==> src/rtl/fml_ddr3_ctl_if.sv <==
// FML slave to DDR3 MIG user-interface bridge: one 4-beat FML burst maps to one 256-bit UI command.
// Read and write beats are staged in four-entry buffers so the UI only ever sees whole bursts.
//
// state     | meaning
// ----------+------------------------------------------------------------
// S_IDLE    | waiting for fml_stb while calibration is complete
// S_RD_CMD  | read command on the UI, held until app_rdy
// S_RD_WAIT | waiting for the single 256-bit read word
// S_RD_OUT  | ack cycle, then four read beats on fml_do
// S_WR_IN   | ack cycle, then four write beats captured from fml_di/fml_sel
// S_WR_CMD  | write command and write data offered until both are accepted
module fml_ddr3_ctl_if #(
    parameter int adr_width  = 30,
    parameter int ADDR_WIDTH = 27,
    parameter int DATA_WIDTH = 64
) (
    input  logic                        sys_clk,
    input  logic                        sys_rst,
    input  logic [adr_width-1:0]        fml_adr,
    input  logic                        fml_stb,
    input  logic                        fml_we,
    output logic                        fml_ack,
    input  logic [DATA_WIDTH/8-1:0]     fml_sel,
    input  logic [DATA_WIDTH-1:0]       fml_di,
    output logic [DATA_WIDTH-1:0]       fml_do,
    input  logic                        app_rdy,
    input  logic [4*DATA_WIDTH-1:0]     app_rd_data,
    input  logic                        app_rd_data_end,
    input  logic                        app_rd_data_valid,
    input  logic                        app_wdf_rdy,
    input  logic                        phy_init_done,
    output logic [ADDR_WIDTH-1:0]       app_addr,
    output logic [2:0]                  app_cmd,
    output logic                        app_en,
    output logic                        app_hi_pri,
    output logic                        app_sz,
    output logic [4*DATA_WIDTH-1:0]     app_wdf_data,
    output logic                        app_wdf_end,
    output logic [4*DATA_WIDTH/8-1:0]   app_wdf_mask,
    output logic                        app_wdf_wren
);

    localparam int SEL_W = DATA_WIDTH / 8;
    localparam logic [2:0] CMD_WR = 3'b000;
    localparam logic [2:0] CMD_RD = 3'b001;

    typedef enum logic [2:0] {
        S_IDLE,
        S_RD_CMD,
        S_RD_WAIT,
        S_RD_OUT,
        S_WR_IN,
        S_WR_CMD
    } state_t;

    state_t                  r_state;
    logic [ADDR_WIDTH-1:0]   r_addr;
    logic [2:0]              r_cmd;
    logic                    r_en;
    logic                    r_wren;
    logic                    r_ack;
    logic [DATA_WIDTH-1:0]   r_do;
    logic [2:0]              r_cnt;
    logic [DATA_WIDTH-1:0]   r_rd_buf [4];
    logic [DATA_WIDTH-1:0]   r_wr_buf [4];
    logic [SEL_W-1:0]        r_mask   [4];

    logic [1:0]              w_idx;
    logic                    w_en_nxt;
    logic                    w_wren_nxt;
    logic                    w_unused;

    // Beat index counts up while the burst counter runs down from 4.
    assign w_idx      = 2'(3'd4 - r_cnt);
    assign w_en_nxt   = r_en & ~app_rdy;
    assign w_wren_nxt = r_wren & ~app_wdf_rdy;
    assign w_unused   = ^fml_adr[4:0];

    always_ff @(posedge sys_clk or negedge sys_rst) begin
        if (!sys_rst) begin
            r_state <= S_IDLE;
            r_addr  <= '0;
            r_cmd   <= '0;
            r_en    <= 1'b0;
            r_wren  <= 1'b0;
            r_ack   <= 1'b0;
            r_do    <= '0;
            r_cnt   <= '0;
            for (int i = 0; i < 4; i++) begin
                r_rd_buf[i] <= '0;
                r_wr_buf[i] <= '0;
                r_mask[i]   <= '0;
            end
        end else begin
            r_ack <= 1'b0;
            case (r_state)
                S_IDLE: begin
                    if (fml_stb && phy_init_done) begin
                        r_addr <= {fml_adr[adr_width-1:5], 2'b00};
                        r_cnt  <= 3'd4;
                        if (fml_we) begin
                            r_cmd   <= CMD_WR;
                            r_ack   <= 1'b1;
                            r_state <= S_WR_IN;
                        end else begin
                            r_cmd   <= CMD_RD;
                            r_en    <= 1'b1;
                            r_state <= S_RD_CMD;
                        end
                    end
                end
                S_RD_CMD: begin
                    if (app_rdy) begin
                        r_en    <= 1'b0;
                        r_state <= S_RD_WAIT;
                    end
                end
                S_RD_WAIT: begin
                    if (app_rd_data_valid && app_rd_data_end) begin
                        for (int i = 0; i < 4; i++)
                            r_rd_buf[i] <= app_rd_data[4*DATA_WIDTH-1-DATA_WIDTH*i -: DATA_WIDTH];
                        r_ack   <= 1'b1;
                        r_state <= S_RD_OUT;
                    end
                end
                S_RD_OUT: begin
                    if (r_cnt != 3'd0) begin
                        r_do  <= r_rd_buf[w_idx];
                        r_cnt <= r_cnt - 3'd1;
                    end else begin
                        r_do    <= '0;
                        r_state <= S_IDLE;
                    end
                end
                S_WR_IN: begin
                    // The ack cycle carries no data; beats follow on the next four cycles.
                    if (!r_ack) begin
                        r_wr_buf[w_idx] <= fml_di;
                        r_mask[w_idx]   <= ~fml_sel;
                        r_cnt           <= r_cnt - 3'd1;
                        if (r_cnt == 3'd1) begin
                            r_en    <= 1'b1;
                            r_wren  <= 1'b1;
                            r_state <= S_WR_CMD;
                        end
                    end
                end
                S_WR_CMD: begin
                    r_en   <= w_en_nxt;
                    r_wren <= w_wren_nxt;
                    if (!w_en_nxt && !w_wren_nxt)
                        r_state <= S_IDLE;
                end
                default: r_state <= S_IDLE;
            endcase
        end
    end

    assign fml_ack      = r_ack;
    assign fml_do       = r_do;
    assign app_addr     = r_addr;
    assign app_cmd      = r_cmd;
    assign app_en       = r_en;
    assign app_hi_pri   = 1'b0;
    assign app_sz       = 1'b1;
    assign app_wdf_data = {r_wr_buf[0], r_wr_buf[1], r_wr_buf[2], r_wr_buf[3]};
    assign app_wdf_mask = {r_mask[0], r_mask[1], r_mask[2], r_mask[3]};
    assign app_wdf_wren = r_wren;
    assign app_wdf_end  = r_wren;

endmodule

==> config.mk <==
export PLATFORM = sky130hd
export DESIGN_NAME = fml_ddr3_ctl_if
export DESIGN_NICKNAME = d
export VERILOG_FILES = /design/src/rtl/fml_ddr3_ctl_if.sv
export SDC_FILE = /design/constraint.sdc
export NUM_CORES = 1
export LEC_CHECK = 0
export CAP_MARGIN = 0
export CORE_AREA = 2 2 296 298
export DETAILED_ROUTE_END_ITERATION = 10
export DIE_AREA = 0 0 298 300
export HOLD_SLACK_MARGIN = 0.06
export SLEW_MARGIN = 20
export SYNTH_ARGS = -nofsm -noshare
export SYNTH_HDL_FRONTEND = slang
export SYNTH_SLANG_ARGS = --single-unit
==> constraint.sdc <==
create_clock -name sys_clk -period 3 [get_ports sys_clk]
set_input_delay 0.9 -clock sys_clk [delete_from_list [all_inputs] [get_ports sys_clk]]
set_output_delay 0.9 -clock sys_clk [all_outputs]
set_load 0.01 [all_outputs]
# ---- Word-level counts from Yosys, hierarchy flattened
# Index checks and enable logic that the tools add are counted.
dict set report totals {
  ff_bits 645
  in_bits 367
  out_inout_bits 388
  wordCells 99
}
dict set report op_classes {
  n_addsub 2
  magnitude_cmp 2
  n_eq_ne 15
  muxes 35
  bitwise 7
  reduce_logical 18
}
# op count
set ops {}
lappend ops {{$bwmux W256} 1}
lappend ops {{$mux W64} 4}
lappend ops {{$bmux W64 S2} 1}
lappend ops {{$demux W64 S2} 1}
lappend ops {{$mux W3} 11}
lappend ops {{$bwmux W32} 1}
lappend ops {{$ne A2 B2 Y1 const B} 9}
lappend ops {{$pmux W3 S6} 1}
lappend ops {{$demux W8 S2} 1}
lappend ops {{$mux W1} 9}
lappend ops {{$pmux W3 S3} 1}
lappend ops {{$mux W8} 1}
lappend ops {{$not A8 Y8} 1}
lappend ops {{$reduce_and A7 Y1} 1}
lappend ops {{$eq A3 B1 Y1 const B} 2}
lappend ops {{$eq A3 B2 Y1 const B} 2}
lappend ops {{$eq A3 B3 Y1 const B} 2}
lappend ops {{$reduce_and A2 Y1} 3}
lappend ops {{$reduce_and A6 Y1} 1}
lappend ops {{$reduce_bool A3 Y1} 2}
lappend ops {{$logic_and A1 B1 Y1} 4}
lappend ops {{$pmux W1 S2} 2}
lappend ops {{$pmux W1 S4} 1}
lappend ops {{$reduce_and A4 Y1} 1}
lappend ops {{other kinds (12)} 16}

# ---- Depth between registers and ports, before layout
dict set report depth {
  word_depth 7
  depth_mapped 9
  ltp_nobuf 6
}

# ---- Least setup slack after synthesis
# Ideal clock, no wire load.
dict set report synth_timing {
  path_kind {reg-to-reg}
  start {register r_cnt[0]}
  end {register r_do[10], in the netlist fml_do[10]}
  t_arrival_ns 2.618
  slack_ns 0.261
  path_stages_with_launch 10
  period_less_slack_ns 2.739
  cell_sequence {dfrtp_1 > clkbuf_1 > buf_2 > buf_2 > inv_1 > ha_1 > clkbuf_1 > clkbuf_1 > mux4_2 > a22o_1}
}
dict set report synth_between {
  elab_chain_cells 6
  elab_cells_between_ends 7
  classes_between {add/sub: 1; mux: 4; bitwise: 1; reduce/logical: 1}
}
# item line
set synth_lines {}
lappend synth_lines {{from (decl)} 63} ;# logic [2:0] r_cnt;
lappend synth_lines {{from (signal assigned)} 129} ;# r_cnt <= r_cnt - 3'd1;
lappend synth_lines {{from (signal assigned)} 140} ;# r_cnt <= r_cnt - 3'd1;
lappend synth_lines {{$sub A1 B2 Y2} 74} ;# assign w_idx = 2'(3'd4 - r_cnt);
lappend synth_lines {{$not A2 Y3 (not written as such)} 128} ;# r_do <= r_rd_buf[w_idx];
lappend synth_lines {{$bmux W64 S2} 128}
lappend synth_lines {{$mux W64 (not written as such) (2 in a row)} 128}
lappend synth_lines {{$mux W64 *} 127} ;# if (r_cnt != 3'd0) begin
lappend synth_lines {{to (signal assigned)} 128}
lappend synth_lines {{to (decl)} 62} ;# logic [DATA_WIDTH-1:0] r_do;
# Every way passes the cells marked *; elsewhere a longest branch is shown, timed or not. The select of a mux whose other input is x is not followed.
# A chain may end at the register's enable or synchronous reset.

# ---- Final worst setup path
dict set report layout_timing {
  start {register r_wren, in the netlist app_wdf_end}
  end {output app_wdf_wren}
}
# item line
set layout_rtl {}
lappend layout_rtl {{from (decl)} 60} ;# logic r_wren;
lappend layout_rtl {{from (signal assigned)} 150} ;# r_wren <= w_wren_nxt;
lappend layout_rtl {{to (decl)} 40} ;# output logic app_wdf_wren
# No word-level cell between the ends.

==> summary.md <==
| Metric | Value |
|---|---|
| Horiz. Die Dim | 298 um |
| WP buf/inv | 1 |
| Pwr Density | 1030 nW/um2 |
| Slowest Stage Delay on Critical Path | 0.68 ns |
| Synth area leaders | dfrtp_1, mux2_2, mux2_1 |
| Total gr overflow | 0 |
| Fin Clk Skew | 0.0202 ns |
| DR pass1 iterations | 4 |
| Max Clock Freq | 366 MHz |
| Reg2reg start | r_state[2]$_DFFE_PN0P_ |
| Delay-heaviest family, CP | buffers and inverters |
| CP Cell Sequence | clkdlybuf4s50_1 |
| Unrepaired setup endpoints after global routing | no |
| # clock sinks | 643 |
| Total Die Area | 89400 um2 |
| Slowest-stage cell, CP | clkdlybuf4s50_1 |
| Syn avg cell area | 16.6 um2 |
| DR WL/cell | 21.9 um |
| Count leader, synth | dfrtp_1 |
| Layout cell share with drive strength beyond 1 | 0.235 |
| Peak supply drop | 0.580 mV |
| Ys Warns | 0 |
| Run status | complete, no violations |
| WP data arrival | 1.83 ns |
| GRT Total Usage | 0.171 |
| HPWL after detailed placement | 56300 um |
| WS Path Type | reg2out |
| Top cell type's share of synthesized area | 0.631 |
| Hold Vio Cnt, Final | 0 |
| Post-Layout Inst Area | 37100 um2 |
| Max Slew Vio Count | 0 |
| Least-Margin Pin Slew | 0.693 ns |
| Iter 0 DRT Violations | 491 |
| CTS tree | done |
| Relative slew slack | 0.538 |
| Most used DFF post-synth | dfrtp_1 |
| Nature of the critical path startpoint | flop |
| Starting Density | 0.296 |
| Yosys reg bits | 643 |
| Gates resized, CTS repair | 0 |
| Post-synthesis cell count | 1538 |
| CTS buffer count | 74 |
| Worst hold slack | 0.264 ns |
| Area Growth Syn to Fin | 45.6% |
| Nets | 2686 |
| Vias | 16300 |
| Port bufs | 743 |
| Largest net degree at the start of global routing | 67 |
| ANT nets after route | 0 |
| # setup viols final | 0 |
| CTS Hold Bufs | 0 |
| Longest Clk Path Bufs | 3 |
| Async S/R FF share, synth | 1.00 |
| I/O pin total | 755 |
| R2r setup slk | 0.67 ns |
| Synth area leader | dfrtp_1 |
| Worst-path clk slew | 0.06 ns |
| Crit-path max FO | 5 |
| Final Cycle Share | 0.912 |
| Min-delay worst type | in2async |
| Critical R2R Capture | app_wdf_data[245]$_DFFE_PN0P_ |
| Post-synthesis cell area | 25500 um2 |
| Core box area | 86200 um2 |
| First-pass GRT wire length | 116000 um |
| Final RePlAce weighted congestion | 0.824 |
| Sequential-to-total area share from yosys stat | 0.631 |
| Minimum clock period | 2.73 ns |
| Synth cell count leaders | dfrtp_1, mux2_2, mux2_1 |
| Vias in the first global route | 18100 |
| Setup bufs post-CTS | 0 |
| Residual DRC | 0 |
| Synth unique cells | 42 |
| Placed inst area | 34600 um2 |
| Htree depth | 3 |
| Leak | 0.0156 uW |
| R2R depth | 5 |
| Maxcap violations | 0 |
| Initial antenna violation count | 28 |
| Vias per cell | 4.60 |
| Final Core Density | 0.431 |
| Final WL | 77400 um |
| Skew-Pair Late Insertion Delay | 0.62 ns |
| WP data required | 2.10 ns |
| Die height | 300 um |
| TNS Setup | 0 ns |
| Final std cells w/o fill | 3540 |
| Placed cells | 3393 |
| CTS Root Cell | clkbuf_16 |
| CP endpoint kind | primary output |
| Post-synth EDFFs | 0 |
| Row cnt | 108 |
==> layout make-up <==
type                       count  area (um2)
timing repair buffer         797        8170
sequential                   643       16100
inverter                       7        26.3
tap                         1155        1450
clock inverter                23         362
multi-input combinational    791        8840
fill                        7946       49100
antenna                       13        32.5
clock buffer                 111        2170
==> worst max path at each step <==
| stage | from | to | slack, ns | cells after the start |
|---|---|---|---|---|
| floorplan | r_cnt[0]$_DFFE_PN0P_ | fml_do[10]$_DFFE_PN0N_ | 0.26 | 9 |
| CTS | app_wdf_end$_DFFE_PN0P_ | app_wdf_wren | 0.17 | 1 |
| global placement | app_rd_data_valid | r_rd_buf[7]$_DFFE_PN0P_ | 0.03 | 6 |
| detailed placement | app_rd_data_end | r_rd_buf[221]$_DFFE_PN0P_ | 0.02 | 6 |
| global route | app_wdf_end$_DFFE_PN0P_ | app_wdf_wren | 0.18 | 1 |
| finish | app_wdf_end$_DFFE_PN0P_ | app_wdf_wren | 0.27 | 1 |
==> sequential cells by signal, indices dropped and copies added, names as in the netlist <==
signal        cells
fml_do           64
app_en            1
r_rd_buf        256
app_cmd           1
r_state           3
app_wdf_end       1
r_cnt             3
app_wdf_mask     32
app_addr         25
app_wdf_data    256
fml_ack           1
==> routing by layer <==
metal | up-vias | routed length, um | GRT usage
met4 | 36 | 2260 | 0.0609
li1 | 7166 | - | -
met1 | 8328 | 28700 | 0.189
met2 | 601 | 38400 | 0.291
met3 | 162 | 7830 | 0.0762
met5 | - | 237 | 0
==> kinds of logic (layout without fill, tap and decap cells) <==
group                    count (synthesis)  count (layout)  synth area share
adder cells (fa/ha/maj)                  5               5           0.00245
multiplexers                           605             605             0.295
flip-flops                             643             643             0.631
buffers and inverters                  108             938            0.0253
other                                    2              19          0.000294
AND/OR/NAND/NOR                         62              62            0.0125
AO/OA/AOI/OAI                          113             113            0.0332
==> power by group <==
part	total (uW)	internal [uW]	switching [uW]
Sequential	15000	12800	2230
Clock	9330	5580	3740
Combinational	13900	8540	5370
==> through the flow <==
step / setup WS, ns / total power (uW)
floorplan: 0.261 / 21300
global placement: 0.0328 / 28700
detailed placement: 0.0179 / 29300
CTS: 0.171 / 38900
global route: 0.181 / 40400
finish: 0.265 / 38200
==> cells in the final DEF (no fill, tap or decap), types with 13 or more instances in the layout <==
| master | instances |
|---|---|
| a22o_1 | 65 |
| buf_12 | 26 |
| buf_4 | 28 |
| clkbuf_1 | 19 |
| clkbuf_16 | 74 |
| clkbuf_8 | 18 |
| clkdlybuf4s50_1 | 742 |
| dfrtp_1 | 642 |
| diode_2 | 13 |
| mux2_1 | 229 |
| mux2_2 | 311 |
| mux4_2 | 64 |
| nand2_1 | 35 |
| o21ai_0 | 36 |
Note: power is estimated with default switching activity, not from simulation.
